File: config.mk
export PLATFORM = sky130hd
export DESIGN_NAME = i2s_slave_rx
export DESIGN_NICKNAME = d
export VERILOG_FILES = /design/src/rtl/i2s_pkg.sv /design/src/rtl/i2s_pin_sync.sv /design/src/rtl/i2s_slave_rx.sv
export SDC_FILE = /design/constraint.sdc
export NUM_CORES = 1
export LEC_CHECK = 0
export BUFFER_PORTS_ARGS = -buffer_cell sky130_fd_sc_hd__clkbuf_2
export CORE_UTILIZATION = 55
export CTS_BUF_LIST = sky130_fd_sc_hd__clkbuf_8
export DETAILED_ROUTE_END_ITERATION = 8
export HOLD_SLACK_MARGIN = 0.05
export PLACE_DENSITY = 0.72
export SETUP_SLACK_MARGIN = 0.4
export SYNTH_ARGS = -nofsm -noshare
export SYNTH_HDL_FRONTEND = slang
export SYNTH_SLANG_ARGS = --single-unit
File: constraint.sdc
create_clock -name sck -period 5.3 [get_ports sck]
set_input_delay 1.59 -clock sck [delete_from_list [all_inputs] [get_ports sck]]
set_output_delay 1.59 -clock sck [all_outputs]
set_load 0.03 [all_outputs]
File: src/rtl/i2s_pkg.sv
// rtl/i2s_pkg.sv - shared I2S constants and slave receiver state encoding
package i2s_pkg;

    localparam int I2S_SLOT_BITS = 32;
    localparam int I2S_DATA_BITS = 24;

    localparam logic LRCK_LEFT = 1'b0;

    typedef enum logic [1:0] {
        HUNT,
        LEFT,
        RIGHT
    } i2s_state_t;

endpackage

File: src/rtl/i2s_pin_sync.sv
// rtl/i2s_pin_sync.sv - 2-FF synchroniser for bck/lrck/din with registered bck rising-edge pulse
module i2s_pin_sync (
    input  logic sck,
    input  logic resetn,
    input  logic bck,
    input  logic lrck,
    input  logic din,
    output logic bck_rise,
    output logic lrck_s,
    output logic din_s
);

    logic [2:0] meta;
    logic [2:0] sync;
    logic       bck_prev;

    // lrck/din are re-registered alongside the edge pulse so all three stay aligned
    always_ff @(posedge sck or negedge resetn) begin
        if (!resetn) begin
            meta     <= 3'b000;
            sync     <= 3'b000;
            bck_prev <= 1'b0;
            bck_rise <= 1'b0;
            lrck_s   <= 1'b0;
            din_s    <= 1'b0;
        end else begin
            meta     <= {din, lrck, bck};
            sync     <= meta;
            bck_prev <= sync[0];
            bck_rise <= sync[0] & ~bck_prev;
            lrck_s   <= sync[1];
            din_s    <= sync[2];
        end
    end

endmodule

File: src/rtl/i2s_slave_rx.sv
// rtl/i2s_slave_rx.sv - I2S slave receiver: deserialises Philips-I2S slots into I/Q sample pairs
module i2s_slave_rx
    import i2s_pkg::*;
#(
    parameter int SLOT_BITS = I2S_SLOT_BITS,
    parameter int DATA_BITS = I2S_DATA_BITS,
    parameter int TIMEOUT   = 255
) (
    input  logic                 sck,
    input  logic                 resetn,
    input  logic                 bck,
    input  logic                 lrck,
    input  logic                 din,
    output logic [DATA_BITS-1:0] sample_real,
    output logic [DATA_BITS-1:0] sample_imag,
    output logic                 sample_valid,
    output logic                 frame_error,
    output logic                 locked
);

    localparam int WD_W = $clog2(TIMEOUT + 1);
    localparam logic [5:0]      CNT_GOOD = 6'(SLOT_BITS - 1);
    localparam logic [5:0]      CNT_DATA = 6'(DATA_BITS);
    localparam logic [5:0]      CNT_MAX  = 6'd63;
    localparam logic [WD_W-1:0] WD_FIRE  = WD_W'(TIMEOUT - 1);
    localparam logic [WD_W-1:0] WD_SAT   = WD_W'(TIMEOUT);

    logic bck_rise;
    logic lrck_s;
    logic din_s;

    i2s_pin_sync u_pin_sync (
        .sck      (sck),
        .resetn   (resetn),
        .bck      (bck),
        .lrck     (lrck),
        .din      (din),
        .bck_rise (bck_rise),
        .lrck_s   (lrck_s),
        .din_s    (din_s)
    );

    i2s_state_t           state;
    logic [5:0]           cnt;
    logic [DATA_BITS-1:0] shreg;
    logic [DATA_BITS-1:0] left_hold;
    logic                 left_ok;
    logic                 lrck_prev;
    logic                 prev_valid;
    logic [WD_W-1:0]      wd;

    logic boundary;
    logic slot_good;

    assign boundary  = bck_rise && prev_valid && (lrck_s != lrck_prev);
    assign slot_good = (cnt == CNT_GOOD);

    always_ff @(posedge sck or negedge resetn) begin
        if (!resetn) begin
            state        <= HUNT;
            cnt          <= 6'd0;
            shreg        <= '0;
            left_hold    <= '0;
            left_ok      <= 1'b0;
            lrck_prev    <= 1'b0;
            prev_valid   <= 1'b0;
            wd           <= '0;
            sample_real  <= '0;
            sample_imag  <= '0;
            sample_valid <= 1'b0;
            frame_error  <= 1'b0;
            locked       <= 1'b0;
        end else begin
            sample_valid <= 1'b0;
            frame_error  <= 1'b0;

            if (bck_rise) begin
                wd         <= '0;
                lrck_prev  <= lrck_s;
                prev_valid <= 1'b1;

                if (boundary) begin
                    cnt   <= 6'd0;
                    shreg <= '0;
                    case (state)
                        HUNT: begin
                            left_ok <= 1'b0;
                            state   <= (lrck_s == LRCK_LEFT) ? LEFT : RIGHT;
                        end
                        LEFT: begin
                            if (slot_good) begin
                                left_hold <= shreg;
                                left_ok   <= 1'b1;
                            end else begin
                                frame_error <= 1'b1;
                                left_ok     <= 1'b0;
                                locked      <= 1'b0;
                            end
                            state <= RIGHT;
                        end
                        RIGHT: begin
                            // A good right slot without a good left partner is dropped silently
                            if (slot_good) begin
                                if (left_ok) begin
                                    sample_real  <= left_hold;
                                    sample_imag  <= shreg;
                                    sample_valid <= 1'b1;
                                    locked       <= 1'b1;
                                end
                            end else begin
                                frame_error <= 1'b1;
                                locked      <= 1'b0;
                            end
                            left_ok <= 1'b0;
                            state   <= LEFT;
                        end
                        default: begin
                            left_ok <= 1'b0;
                            state   <= HUNT;
                        end
                    endcase
                end else begin
                    if (cnt < CNT_DATA) begin
                        shreg <= {shreg[DATA_BITS-2:0], din_s};
                    end
                    if (cnt != CNT_MAX) begin
                        cnt <= cnt + 6'd1;
                    end
                end
            end else if (wd == WD_FIRE) begin
                // A stale lrck from before the stall must not fake a boundary on restart
                wd         <= WD_SAT;
                locked     <= 1'b0;
                left_ok    <= 1'b0;
                prev_valid <= 1'b0;
                state      <= HUNT;
            end else if (wd != WD_SAT) begin
                wd <= wd + 1'b1;
            end
        end
    end

endmodule

==> impl_metrics.tcl <==
set metrics [dict create \
    rsz0062_at_grt "no" \
    pwr_density_cell_nw_per_um2 347.2 \
    cts_tree "built" \
    cp.required_ns 5.61 \
    synth_edf_count 0 \
    syn-instance-count 387 \
    routed_wl_um 8348 \
    cts_root_buf "clkbuf_8" \
    critPathKind "flip-flop to flip-flop" \
    io-pin-count 56 \
    dieArea_sq_um 9701 \
    grt_start_max_net_pins 83 \
    ys_top_cells_by_count "dfrtp_1, mux2_2, nand2_1" \
    num_rows 34 \
    grt_pass1_vias 3154 \
    r2r_slack_ns 2.29 \
    tightest_slew_ns 0.9927 \
    syn_area_sq_um 5121 \
    clock_path_buffers 2 \
    drtIter0Drc 114 \
    place_congestion 0.7425 \
    synth.most_common_cell "dfrtp_1" \
    synth_nets 398 \
    setup_viol 0 \
    die_w_um 98.50 \
    routedWlPerCell_um 14.75 \
    yosysSeqAreaShare_pct 62.55 \
    cts_hold_buf 0 \
    post_cts_buffers 0 \
    insertion_delay_ns 0.43 \
    cp-end-kind "flip-flop" \
    min_path_type "flip-flop to flip-flop" \
    synth_top_area_share_pct 62.55 \
    worst_setup_path_start_kind "flip-flop" \
    tns_ns 0 \
    post_cts_resized 0 \
    synthFlopType "dfrtp_1" \
    synth.avg_cell_area_sq_um 13.23 \
    nNetsFinal 456 \
    firstDrtPassIters 7 \
    synth_area_leaders "dfrtp_1, mux2_2, nand2_1, a21oi_1, mux2_4" \
    synth_warnings 0 \
    yosysUniqueCellTypes 46 \
    grt_pass1_wl_um 14740 \
    instances_no_fill 566 \
    fin_skew_ns 0.01413 \
    cts.sinks 128 \
    crit_arrival_ns 3.31 \
    io_buffers 55 \
    max_cap_violations 0 \
    fin_crit_sh_pct 56.73 \
    drv_slew 0 \
    ant_nets 0 \
    hold_viol 0 \
    ir_drop_v 0.0002076 \
    via_count 3115 \
    routed_via_density 5.504 \
    drive_above_1_share_pct 36.68 \
    async_reset_ff_share_pct 100.0 \
    antenna_found_initial 0 \
    maxSlewHeadroom_pct 33.82 \
    yosysTopAreaCell "dfrtp_1" \
    grt_overflow 0 \
    htreeDepth 4 \
    outcome "finished, final reports clean" \
    fill_cells 652 \
    p_leak_nw 3.022 \
    drc 0 \
    start_util_pct 57.88 \
    final.min_clock_period_ns 3.007 \
    grtUsageTotal_pct 19.45 \
    die_h_um 98.50 \
    dp_hpwl_um 5233 \
    coreArea_sq_um 8848 \
    antenna_cells 0 \
    cp_max_fo 49 \
    syn2layout_area_growth_pct 14.54 \
    cts_buffers 17 \
    synth_seq_cells 128 \
    max_freq_mhz 332.6 \
    dp.cells 534 \
    clk_pin_slew_ns 0.07 \
]
-- cell families after synthesis --
kind of cell / count (synthesis) / share of synthesized area (%)
XOR/XNOR: 6 / 1.026
adder cells (fa/ha/maj): 6 / 1.466
AND/OR/NAND/NOR: 97 / 9.211
multiplexers: 75 / 17.10
buffers and inverters: 24 / 2.541
AO/OA/AOI/OAI: 51 / 6.108
flip-flops: 128 / 62.55
-- per-layer routing --
metal / routed length [um] / vias to the layer above / track usage [%]
li1: - / 1474 / -
met1: 4009 / 1578 / 26.47
met2: 4029 / 61 / 29.90
met3: 277 / 2 / 5.816
met4: 31 / 0 / 7.233
met5: 0 / - / 0
-- flip-flops by register name, summed over array words and instances, names as in the netlist, 2 cells and up --
register and count:
cnt 6, shreg 24, state 2, u_pin_sync.sync 3, left_hold 24, sample_real 24, u_pin_sync.meta 3, wd 8
sample_imag 24
-- worst paths after layout --
kind	startpoint	end	cells past startpoint
max in group asynchronous	resetn	sample_imag[22]$_DFFE_PN0P_	2
worst max-delay path	u_pin_sync.bck_rise$_DFF_PN0_	sample_real[3]$_DFFE_PN0P_	3
worst max register to register	u_pin_sync.bck_rise$_DFF_PN0_	sample_real[3]$_DFFE_PN0P_	3
worst min-delay path	u_pin_sync.sync[1]$_DFF_PN0_	u_pin_sync.lrck_s$_DFF_PN0_	0
min in group asynchronous	resetn	sample_real[11]$_DFFE_PN0P_	1
worst min register to register	u_pin_sync.sync[1]$_DFF_PN0_	u_pin_sync.lrck_s$_DFF_PN0_	0
-- cell type report --
class                      count  area, sq um  share of cell area, %
sequential                   128         3203                  54.61
multi-input combinational    235         1788                  30.48
timing repair buffer          58        300.3                  5.119
clock buffer                  17        234.0                  3.989
clock inverter                15        186.4                  3.178
tap                          108        135.1                  2.304
inverter                       5        18.77                 0.3200
-- metrics by stage --
step	power [mW]	util, %	hold WS [ns]	setup slack (ns)	area [sq um]
after floorplan	1.144	-	0.3312	3.213	5121
after global placement	1.182	61.54	0.3352	2.365	5445
after detailed placement	1.192	61.54	0.3379	2.311	5445
after CTS	2.058	66.29	0.3544	2.312	5866
after global routing	2.127	66.29	0.3567	2.035	5866
final	2.037	66.29	0.3512	2.293	5866
-- report_power, final --
part           leakage, nW  internal, mW  switching (mW)
combinational         1.07        0.0473          0.0732
sequential            1.75          1.01          0.0387
clock                0.204         0.471           0.395
-- placed cells by master, fill, tap and decap left out, types with 5 or more instances in the layout --
| cell | instances |
|---|---|
| clkbuf_8 | 17 |
| ha_1 | 6 |
| mux2_4 | 9 |
| nand3_1 | 6 |
| clkbuf_2 | 54 |
| nor2_1 | 9 |
| mux2_2 | 61 |
| a21oi_1 | 29 |
| dfrtp_1 | 128 |
| inv_1 | 5 |
| nand2_1 | 55 |
| clkinv_4 | 5 |
-- critical path, stage by stage, from the launching register on --
cell,delay [ns]
dfrtp_1,0.83
and3_4,0.62
nand4_4,0.78
mux2_2,0.59
No activity file was read; power rests on OpenSTA's default activity.
